[config.mk]
export PLATFORM = sky130hd
export DESIGN_NAME = uart_tx_fsm_flat
export DESIGN_NICKNAME = d
export VERILOG_FILES = /design/src/rtl/uart_tx_if.sv /design/src/rtl/uart_tx_fsm.sv /design/src/flat_wrapper.sv
export SDC_FILE = /design/constraint.sdc
export NUM_CORES = 1
export LEC_CHECK = 0
export BUFFER_PORTS_ARGS = -buffer_cell sky130_fd_sc_hd__buf_2
export CELL_PAD_IN_SITES_DETAIL_PLACEMENT = 2
export CELL_PAD_IN_SITES_GLOBAL_PLACEMENT = 2
export CORE_ASPECT_RATIO = 1.25
export CORE_MARGIN = 8
export CORE_UTILIZATION = 35
export DETAILED_ROUTE_END_ITERATION = 16
export PLACE_DENSITY = 0.82
export SYNTH_ARGS = -nofsm -noshare
export SYNTH_HDL_FRONTEND = slang
export SYNTH_SLANG_ARGS = --single-unit
[constraint.sdc]
create_clock -name CLK -period 2.6 [get_ports CLK]
set_input_delay 0.52 -clock CLK [delete_from_list [all_inputs] [get_ports CLK]]
set_output_delay 0.52 -clock CLK [all_outputs]
set_load 0.01 [all_outputs]
[src/rtl/uart_tx_if.sv]
// UART transmitter control interface: payload request in, output-mux control and status out.
// The FSM connects through the slave modport; the driver of payload and frame options uses master.
interface uart_tx_if #(
  parameter int DATA_WIDTH = 8
);
  logic [DATA_WIDTH-1:0] P_DATA;
  logic                  DATA_VALID;
  logic                  PAR_EN;
  logic                  PAR_TYP;
  logic [1:0]            MUX_SEL;
  logic                  SER_DATA;
  logic                  PAR_BIT;
  logic                  BUSY;

  modport master (
    output P_DATA, DATA_VALID, PAR_EN, PAR_TYP,
    input  MUX_SEL, SER_DATA, PAR_BIT, BUSY
  );

  modport slave (
    input  P_DATA, DATA_VALID, PAR_EN, PAR_TYP,
    output MUX_SEL, SER_DATA, PAR_BIT, BUSY
  );
endinterface

[src/rtl/uart_tx_fsm.sv]
// UART transmit sequencer: start, LSB-first data, optional parity, stop; one bit per CLK.
// All outputs are registered from the next-state values, so they line up with the state register.
module uart_tx_fsm #(
  parameter int DATA_WIDTH = 8
) (
  input  logic     CLK,
  input  logic     RST,
  uart_tx_if.slave bus
);
  localparam int CNT_W = (DATA_WIDTH > 1) ? $clog2(DATA_WIDTH) : 1;

  typedef enum logic [2:0] {
    IDLE   = 3'd0,
    START  = 3'd1,
    DATA   = 3'd2,
    PARITY = 3'd3,
    STOP   = 3'd4
  } state_t;

  state_t                state_r, state_nxt_s;
  logic [CNT_W-1:0]      cnt_r, cnt_nxt_s;
  logic [DATA_WIDTH-1:0] data_r, data_nxt_s;
  logic                  par_en_r, par_en_nxt_s;
  logic                  par_typ_r, par_typ_nxt_s;
  logic [1:0]            mux_r, mux_nxt_s;
  logic                  ser_r, ser_nxt_s;
  logic                  busy_r, busy_nxt_s;
  logic                  par_r, par_nxt_s;

  // Even parity is the XOR of the payload; odd parity inverts it.
  function automatic logic parity_calc(input logic [DATA_WIDTH-1:0] d, input logic odd);
    parity_calc = (^d) ^ odd;
  endfunction

  // Next-state, counter and payload-latch logic.
  always_comb begin
    state_nxt_s   = state_r;
    cnt_nxt_s     = cnt_r;
    data_nxt_s    = data_r;
    par_en_nxt_s  = par_en_r;
    par_typ_nxt_s = par_typ_r;
    case (state_r)
      IDLE, STOP: begin
        if (bus.DATA_VALID) begin
          state_nxt_s   = START;
          data_nxt_s    = bus.P_DATA;
          par_en_nxt_s  = bus.PAR_EN;
          par_typ_nxt_s = bus.PAR_TYP;
        end else begin
          state_nxt_s = IDLE;
        end
        cnt_nxt_s = {CNT_W{1'b0}};
      end
      START: begin
        state_nxt_s = DATA;
        cnt_nxt_s   = {CNT_W{1'b0}};
      end
      DATA: begin
        if (cnt_r == CNT_W'(DATA_WIDTH - 1)) begin
          state_nxt_s = par_en_r ? PARITY : STOP;
          cnt_nxt_s   = {CNT_W{1'b0}};
        end else begin
          state_nxt_s = DATA;
          cnt_nxt_s   = cnt_r + CNT_W'(1);
        end
      end
      PARITY: begin
        state_nxt_s = STOP;
        cnt_nxt_s   = {CNT_W{1'b0}};
      end
      default: begin
        state_nxt_s = IDLE;
        cnt_nxt_s   = {CNT_W{1'b0}};
      end
    endcase
  end

  // Output values for the state being entered; anything outside START..PARITY idles high.
  always_comb begin
    mux_nxt_s  = 2'b01;
    ser_nxt_s  = 1'b0;
    busy_nxt_s = (state_nxt_s != IDLE);
    par_nxt_s  = parity_calc(data_nxt_s, par_typ_nxt_s);
    case (state_nxt_s)
      START:   mux_nxt_s = 2'b00;
      DATA: begin
        mux_nxt_s = 2'b10;
        ser_nxt_s = data_nxt_s[cnt_nxt_s];
      end
      PARITY:  mux_nxt_s = 2'b11;
      default: mux_nxt_s = 2'b01;
    endcase
  end

  // State, latches and registered outputs with synchronous reset.
  always_ff @(posedge CLK) begin
    if (RST) begin
      state_r   <= IDLE;
      cnt_r     <= {CNT_W{1'b0}};
      data_r    <= {DATA_WIDTH{1'b0}};
      par_en_r  <= 1'b0;
      par_typ_r <= 1'b0;
      mux_r     <= 2'b01;
      ser_r     <= 1'b0;
      busy_r    <= 1'b0;
      par_r     <= 1'b0;
    end else begin
      state_r   <= state_nxt_s;
      cnt_r     <= cnt_nxt_s;
      data_r    <= data_nxt_s;
      par_en_r  <= par_en_nxt_s;
      par_typ_r <= par_typ_nxt_s;
      mux_r     <= mux_nxt_s;
      ser_r     <= ser_nxt_s;
      busy_r    <= busy_nxt_s;
      par_r     <= par_nxt_s;
    end
  end

  assign bus.MUX_SEL  = mux_r;
  assign bus.SER_DATA = ser_r;
  assign bus.BUSY     = busy_r;
  assign bus.PAR_BIT  = par_r;
endmodule
[src/flat_wrapper.sv]
// flat-port wrapper written by rule: the top's interface ports become plain ports
module uart_tx_fsm_flat 
#(
  parameter int DATA_WIDTH = 8
)
  (CLK, RST, bus_P_DATA, bus_DATA_VALID, bus_PAR_EN, bus_PAR_TYP, bus_MUX_SEL, bus_SER_DATA, bus_PAR_BIT, bus_BUSY);
  uart_tx_if #(.DATA_WIDTH(DATA_WIDTH)) bus_i ();
  input  logic CLK;
  input  logic RST;
  input wire logic [$bits(bus_i.P_DATA)-1:0] bus_P_DATA;
  input wire logic [$bits(bus_i.DATA_VALID)-1:0] bus_DATA_VALID;
  input wire logic [$bits(bus_i.PAR_EN)-1:0] bus_PAR_EN;
  input wire logic [$bits(bus_i.PAR_TYP)-1:0] bus_PAR_TYP;
  output wire logic [$bits(bus_i.MUX_SEL)-1:0] bus_MUX_SEL;
  output wire logic [$bits(bus_i.SER_DATA)-1:0] bus_SER_DATA;
  output wire logic [$bits(bus_i.PAR_BIT)-1:0] bus_PAR_BIT;
  output wire logic [$bits(bus_i.BUSY)-1:0] bus_BUSY;
  assign bus_i.P_DATA = bus_P_DATA;
  assign bus_i.DATA_VALID = bus_DATA_VALID;
  assign bus_i.PAR_EN = bus_PAR_EN;
  assign bus_i.PAR_TYP = bus_PAR_TYP;
  assign bus_MUX_SEL = bus_i.MUX_SEL;
  assign bus_SER_DATA = bus_i.SER_DATA;
  assign bus_PAR_BIT = bus_i.PAR_BIT;
  assign bus_BUSY = bus_i.BUSY;
  uart_tx_fsm #(.DATA_WIDTH(DATA_WIDTH)) u_core (.CLK(CLK), .RST(RST), .bus(bus_i));
endmodule
==> results of run 1 <==
==> per-stage QoR <==
| step | setup WS, ns | area (µm²) | hold slack (ns) | power (mW) | utilization |
|---|---|---|---|---|---|
| 2_1_floorplan | 0.977 | 1060 | 0.450 | 0.492 | - |
| 3_3_place_gp | 0.617 | 1160 | 0.466 | 0.529 | 0.397 |
| 3_5_place_dp | 0.504 | 1160 | 0.479 | 0.535 | 0.397 |
| 4_1_cts | 0.691 | 1180 | 0.430 | 0.705 | 0.406 |
| 5_1_grt | 0.532 | 1180 | 0.430 | 0.735 | 0.406 |
| 6_report | 0.697 | 1180 | 0.431 | 0.691 | 0.406 |
==> layout make-up <==
type,instances,area (µm²)
multi-input combinational,88,596
sequential,21,420
fill,366,1730
timing repair buffer,17,85.1
clock buffer,3,22.5
clock inverter,1,5.00
inverter,3,11.3
tap,36,45.0
==> logic make-up (layout without fill, tap and decap cells) <==
kind of cell | Yosys count | after routing
AO/OA/AOI/OAI | 22 | 22
buffers and inverters | 8 | 24
AND/OR/NAND/NOR | 45 | 45
flip-flops | 21 | 21
adder cells (fa/ha/maj) | 3 | 3
XOR/XNOR | 14 | 14
multiplexers | 4 | 4
==> state kept, by name (all words and copies together), names as in the netlist <==
register / flops
u_core.state_r: 3
u_core.par_en_r: 1
u_core.bus.SER_DATA: 1
u_core.bus.MUX_SEL: 2
u_core.par_typ_r: 1
u_core.cnt_r: 3
u_core.bus.PAR_BIT: 1
u_core.data_r: 8
u_core.bus.BUSY: 1
==> worst paths after layout <==
check / from / end / slack [ns] / cells after the start
worst max-delay path: u_core.state_r[0] / u_core.bus.SER_DATA / 0.70 / 5
worst min-delay path: bus_PAR_EN / u_core.par_en_r / 0.43 / 3
worst max register to register: u_core.state_r[0] / u_core.bus.SER_DATA / 0.70 / 5
worst min register to register: u_core.cnt_r[0] / u_core.cnt_r[0] / 0.49 / 1
==> layer usage <==
metal	vias up	global-route usage	wire length, µm
li1	427	-	-
met1	443	0.139	1240
met2	13	0.201	1420
met3	6	0.0330	86
met4	0	0.0591	47
met5	-	0	0
==> layout by cell type (no fill, tap or decap), drive strengths merged, types with 3 or more instances in the layout <==
cell and instances:
ha 3, a21oi 13, inv 3, mux2i 4, nor2b 3, and2 3
nor2 8, clkbuf 3, dfxtp 21, nand2b 3, buf 17, o21ai 4
nand2 19, xnor2 10
==> synthesized netlist by cell type (all sizes together) <==
| cell type | count | area, µm² |
|---|---|---|
| a211oi | 1 | 7.51 |
| a21oi | 13 | 65.1 |
| a32oi | 1 | 8.76 |
| and2 | 3 | 18.8 |
| and4bb | 1 | 12.5 |
| buf | 2 | 22.5 |
| clkbuf | 3 | 11.3 |
| dfxtp | 21 | 420 |
| ha | 3 | 37.5 |
| inv | 3 | 11.3 |
| mux2i | 4 | 40.0 |
| nand2 | 19 | 71.3 |
| nand2b | 3 | 18.8 |
| nand3 | 1 | 5.00 |
| nor2 | 8 | 32.5 |
| nor2b | 3 | 18.8 |
| nor3 | 2 | 15.0 |
| nor3b | 2 | 26.3 |
| nor4 | 1 | 6.26 |
| o211ai | 1 | 7.51 |
| o21ai | 4 | 20.0 |
| o22ai | 1 | 12.5 |
| o32ai | 1 | 8.76 |
| or3 | 2 | 12.5 |
| xnor2 | 10 | 87.6 |
| xnor3 | 2 | 45.0 |
| xor2 | 2 | 17.5 |
==> power groups by stage <==
stage	logic, mW	clock network, mW	registers, mW
2_1_floorplan	0.121	0	0.371
3_3_place_gp	0.158	0	0.371
3_5_place_dp	0.163	0	0.372
4_1_cts	0.165	0.175	0.365
5_1_grt	0.180	0.187	0.368
6_report	0.161	0.165	0.365
==> worst max-delay path: stages (launching register included) <==
cell and delay (ns):
dfxtp_1 0.44, nor3b_4 0.55, mux2i_1 0.34, o22ai_2 0.12, a21oi_1 0.16, and4bb_1 0.20
==> impl_metrics.env, run 1 <==
export IMPL_ant_nets=0
export IMPL_die_x_um=65.2
export IMPL_viasPerCell=5.26
export IMPL_p_seq_frac=0.528
export IMPL_clock_sinks=21
export IMPL_power_switching_mw=0.206
export IMPL_swShare=0.299
export IMPL_peakVddDrop_mv=0.295
export IMPL_holdBufCountCts=0
export IMPL_cts_tree="yes"
export IMPL_synth_area_mux_share=0.0377
export IMPL_io_buffer_count=17
export IMPL_grt_util_all_layers=0.121
export IMPL_slew_violations=0
export IMPL_routabilityCongestion=0.809
export IMPL_max_slew_margin_rel=0.625
export IMPL_synth_warning_count=0
export IMPL_area_growth_pct=11.7
export IMPL_p_leak_nw=0.512
export IMPL_die_h_um=77.6
export IMPL_worst_pin_slew_ns=0.561
export IMPL_start_util=0.364
export IMPL_p_int_mw=0.485
export IMPL_hold_path_class="primary input to flop"
export IMPL_ios=18
export IMPL_worstSkewPairLatency_ns=0.32
export IMPL_rows=22
export IMPL_ys_seq_area_frac=0.396
export IMPL_rsz0062_at_grt="no"
export IMPL_synthCells=117
export IMPL_antennaDiodeCount=0
export IMPL_cp_data_arrival_time_ns=2.13
export IMPL_core_area_um2=2920
export IMPL_drive_gt1_frac=0.195
export IMPL_fmax_mhz=525
export IMPL_avgSynthCellArea_um2=9.07
export IMPL_cap_violations=0
export IMPL_dpl_cell_count=165
export IMPL_grt_pass1_vias=1007
export IMPL_cts_setup_buffers=0
export IMPL_synth_simple_area_share=0.224
export IMPL_hpwl_mm=2.15
export IMPL_wirelength_mm=2.79
export IMPL_layout_nets=150
export IMPL_drc=0
export IMPL_synth_top_family_by_area="simple AND/OR/NAND/NOR gates"
export IMPL_cp_max_fo=11
export IMPL_synthXorXnorAreaFrac=0.142
export IMPL_power_density_nw_per_um2=583
export IMPL_syn_area_um2=1060
export IMPL_grt_ovfl_total=0
export IMPL_root_buffer="clkbuf_4"
export IMPL_min_period_over_period=0.732
export IMPL_clkPwrFrac=0.239
export IMPL_yosysUniqueCellTypes=31
export IMPL_setup_tns_ns=0
export IMPL_pwr_share_comb=0.233
export IMPL_htree_levels=1
export IMPL_synthAdderAreaFrac=0.0354
export IMPL_cts_buffer_depth=2
export IMPL_wire_per_inst_um=16.5
export IMPL_grt_pass1_wl_mm=4.90
export IMPL_clkTransAtPathRegs_ns=0.12
export IMPL_end_kind="flop"
export IMPL_synth_compound_area_frac=0.123
export IMPL_min_period_ns=1.90
export IMPL_cts_made_buffers=3
export IMPL_die_area_um2=5060
export IMPL_antenna_found_initial=0
export IMPL_route_vias_total=889
export IMPL_worst_setup_path_start_kind="flop"
export IMPL_layoutNonFillerInstCount=169
export IMPL_synth_nets=133
export IMPL_drt_iter0_markers=14
export IMPL_grt_start_max_net_pins=17
export IMPL_ys_ff_latch=21
export IMPL_status="completed"
export IMPL_skew_ns=0.00280
export IMPL_critPathKind="flop to flop"
export IMPL_cts_resized=0
export IMPL_setup_violations=0
export IMPL_hold_viol=0
export IMPL_firstDrtPassIters=2
export IMPL_required_ns=2.82
Note: power is estimated with default switching activity, not from simulation.
==> run 2, diff against run 1 <==
--- a/config.mk
+++ b/config.mk
@@ -5,14 +5,15 @@
 export SDC_FILE = /design/constraint.sdc
 export NUM_CORES = 1
 export LEC_CHECK = 0
+export ABC_AREA = 1
 export BUFFER_PORTS_ARGS = -buffer_cell sky130_fd_sc_hd__buf_2
 export CELL_PAD_IN_SITES_DETAIL_PLACEMENT = 2
 export CELL_PAD_IN_SITES_GLOBAL_PLACEMENT = 2
 export CORE_ASPECT_RATIO = 1.25
 export CORE_MARGIN = 8
-export CORE_UTILIZATION = 35
+export CORE_UTILIZATION = 29
 export DETAILED_ROUTE_END_ITERATION = 16
-export PLACE_DENSITY = 0.82
+export PLACE_DENSITY = 0.78
 export SYNTH_ARGS = -nofsm -noshare
 export SYNTH_HDL_FRONTEND = slang
 export SYNTH_SLANG_ARGS = --single-unit
==> constraint.sdc (replaced) <==
create_clock -name CLK -period 1.9 [get_ports CLK]
set_input_delay 0.38 -clock CLK [delete_from_list [all_inputs] [get_ports CLK]]
set_output_delay 0.38 -clock CLK [all_outputs]
set_load 0.01 [all_outputs]
==> run 2 against run 1 <==
Effect of this change:
- sequential cell count unchanged
- wire length up 7.1%
- hold slack worse by 0.038 ns
- first-iteration DRC count up 71%
- combinational power up 66%
- critical path depth up 4
==> impl_metrics.env, run 2 <==
export IMPL_clkTransAtPathRegs_ns=0.08
export IMPL_synthCells=169
export IMPL_final_cell_mix="nand2_1, inv_1, nor2_1, dfxtp_1, buf_2"
export IMPL_grt_pass1_vias=1192
export IMPL_ant_nets=0
export IMPL_cp_max_fo=6
export IMPL_skew_ns=0.00395
export IMPL_worst_setup_path_start_kind="flop"
export IMPL_route_vias_total=1073
export IMPL_die_x_um=70.9
export IMPL_clkPwrFrac=0.284
export IMPL_hold_viol=0
export IMPL_p_leak_nw=0.680
export IMPL_reg_largest_list="u_core.data_r x8, u_core.cnt_r x3, u_core.state_r x3"
export IMPL_fin_util=0.339
export IMPL_synth_flop_cell="dfxtp_1"
export IMPL_antennaDiodeCount=0
export IMPL_max_slew_margin_rel=0.762
export IMPL_ys_ff_latch=21
export IMPL_syn_area_um2=1090
export IMPL_drive_gt1_frac=0.145
export IMPL_setup_tns_ns=0
export IMPL_drc=0
export IMPL_synthTopCellsByCount="nand2_1, inv_1, dfxtp_1, nor2_1, nand3_1"
export IMPL_p_int_mw=0.719
export IMPL_root_buffer="clkbuf_8"
export IMPL_power_density_nw_per_um2=849
export IMPL_async_flop_share=0
export IMPL_wire_per_inst_um=13.2
export IMPL_min_period_ns=1.67
export IMPL_cts_buffer_depth=2
export IMPL_io_buffer_count=17
export IMPL_path_cells="ha_1 -> ha_1 -> nor2_1 -> nand2_1 -> inv_1 -> a21oi_1 -> o21ai_0 -> nand3_1 -> a21oi_1"
export IMPL_fmax_mhz=599
export IMPL_core_area_um2=3690
export IMPL_cp_top_family="adder cells"
export IMPL_design_power_total_mw=1.06
export IMPL_grt_util_all_layers=0.106
export IMPL_synth_area_leader_cell="dfxtp_1"
export IMPL_regMostFlops="u_core.data_r"
export IMPL_min_period_over_period=0.879
export IMPL_multi_input_area_um2=546
export IMPL_wirelength_mm=2.99
export IMPL_hold_path_class="primary input to flop"
export IMPL_synth_edf_count=0
export IMPL_grt_ovfl_total=0
export IMPL_worstSkewPairLatency_ns=0.26
export IMPL_clock_sinks=21
export IMPL_die_area_um2=6000
export IMPL_cts_tree="yes"
export IMPL_grt_pass1_wl_mm=5.18
export IMPL_viasPerCell=4.75
export IMPL_synth_nets=185
export IMPL_synth_area_leaders="dfxtp_1, nand2_1, inv_1"
export IMPL_setup_violations=0
export IMPL_routabilityCongestion=0.732
export IMPL_swShare=0.323
export IMPL_slew_violations=0
export IMPL_antenna_found_initial=0
export IMPL_grt_start_max_net_pins=27
export IMPL_area_growth_pct=14.4
export IMPL_slowest_delay_ns=0.32
export IMPL_hpwl_mm=2.40
export IMPL_avgSynthCellArea_um2=6.47
export IMPL_cts_made_buffers=3
export IMPL_required_ns=2.10
export IMPL_yosysUniqueCellTypes=21
export IMPL_power_switching_mw=0.343
export IMPL_end_kind="flop"
export IMPL_status="completed"
export IMPL_fillCellCount=478
export IMPL_die_h_um=84.7
export IMPL_dpl_cell_area_um2=1200
export IMPL_synth_warning_count=0
export IMPL_htree_levels=1
export IMPL_crit_buf_inv=1
export IMPL_synth_top_cell_area_share=0.384
export IMPL_cap_violations=0
export IMPL_peakVddDrop_mv=0.273
export IMPL_start_util=0.296
export IMPL_rows=25
export IMPL_cp_slowest_cell="dfxtp_1"
export IMPL_largest_register_ffs=8
export IMPL_pwr_share_comb=0.251
export IMPL_drt_iter0_markers=24
export IMPL_worst_pin_slew_ns=0.356
export IMPL_p_seq_frac=0.465
export IMPL_final_common_cell="nand2_1"
export IMPL_holdBufCountCts=0
export IMPL_cts_setup_buffers=0
export IMPL_cp_data_arrival_time_ns=1.87
export IMPL_area_sequential_um2=420
export IMPL_layout_nets=203
export IMPL_ys_seq_area_frac=0.384
export IMPL_firstDrtPassIters=4
export IMPL_synth_most_common_cell="nand2_1"
export IMPL_critPathKind="flop to flop"
export IMPL_fin_area_um2=1250
export IMPL_rsz0062_at_grt="no"
export IMPL_ios=18
## run 2: kinds of logic after synthesis
| kind of cell | Yosys count | share of synthesized area |
|---|---|---|
| flops | 21 | 0.384 |
| simple gates | 91 | 0.342 |
| buf+inv | 32 | 0.124 |
| compound gates | 22 | 0.116 |
| fa+ha+maj | 3 | 0.0343 |
## run 2: timing repair
action                                 CTS  global route
gates resized for setup                  0             3
setup endpoints to repair                0             1
endpoints found under the hold margin    0             0
## run 2: power groups by stage
stage | Combinational, mW | Clock, mW | Sequential, mW
floorplan | 0.189 | 0 | 0.508
global placement | 0.251 | 0 | 0.504
detailed placement | 0.269 | 0 | 0.506
CTS | 0.271 | 0.317 | 0.495
global route | 0.312 | 0.329 | 0.499
finish | 0.267 | 0.301 | 0.494
## run 2: through the flow
| step | hold WS [ns] | instances | setup WS, ns |
|---|---|---|---|
| global route | 0.420 | 226 | 0.0181 |
| floorplan | 0.463 | 169 | 0.528 |
| CTS | 0.395 | 226 | 0.114 |
| finish | 0.393 | 226 | 0.231 |
| detailed placement | 0.507 | 222 | 0.127 |
| global placement | 0.498 | 222 | 0.281 |
## run 2: final timing paths
kind                   startpoint                  end  slack, ns  depth (start not counted)
setup / recovery  u_core.cnt_r[0]  u_core.bus.SER_DATA       0.23                          9
hold / removal      bus_P_DATA[6]     u_core.data_r[6]       0.39                          3
hold reg to reg   u_core.par_en_r      u_core.par_en_r       0.52                          2
setup reg to reg  u_core.cnt_r[0]  u_core.bus.SER_DATA       0.23                          9
## run 2: final cells by class
class,instances,share of cell area
timing repair buffer,17,0.0680
clock buffer,4,0.0360
multi-input combinational,116,0.436
tap,40,0.0400
inverter,28,0.0840
sequential,21,0.336
## run 2: tightest hold or removal path: cells and delay by family
family	cells	cell delay, ns
buffers and inverters	1	0.09
AOI/OAI and AO/OA	1	0.08
and+or+nand+nor	1	0.08
## run 2: per-layer routing
metal	routed length, µm	vias up	global-route usage
met2	1620	11	0.203
met1	1250	511	0.106
met5	0	-	0
met3	74	4	0.0215
li1	-	547	-
met4	45	0	0.0436
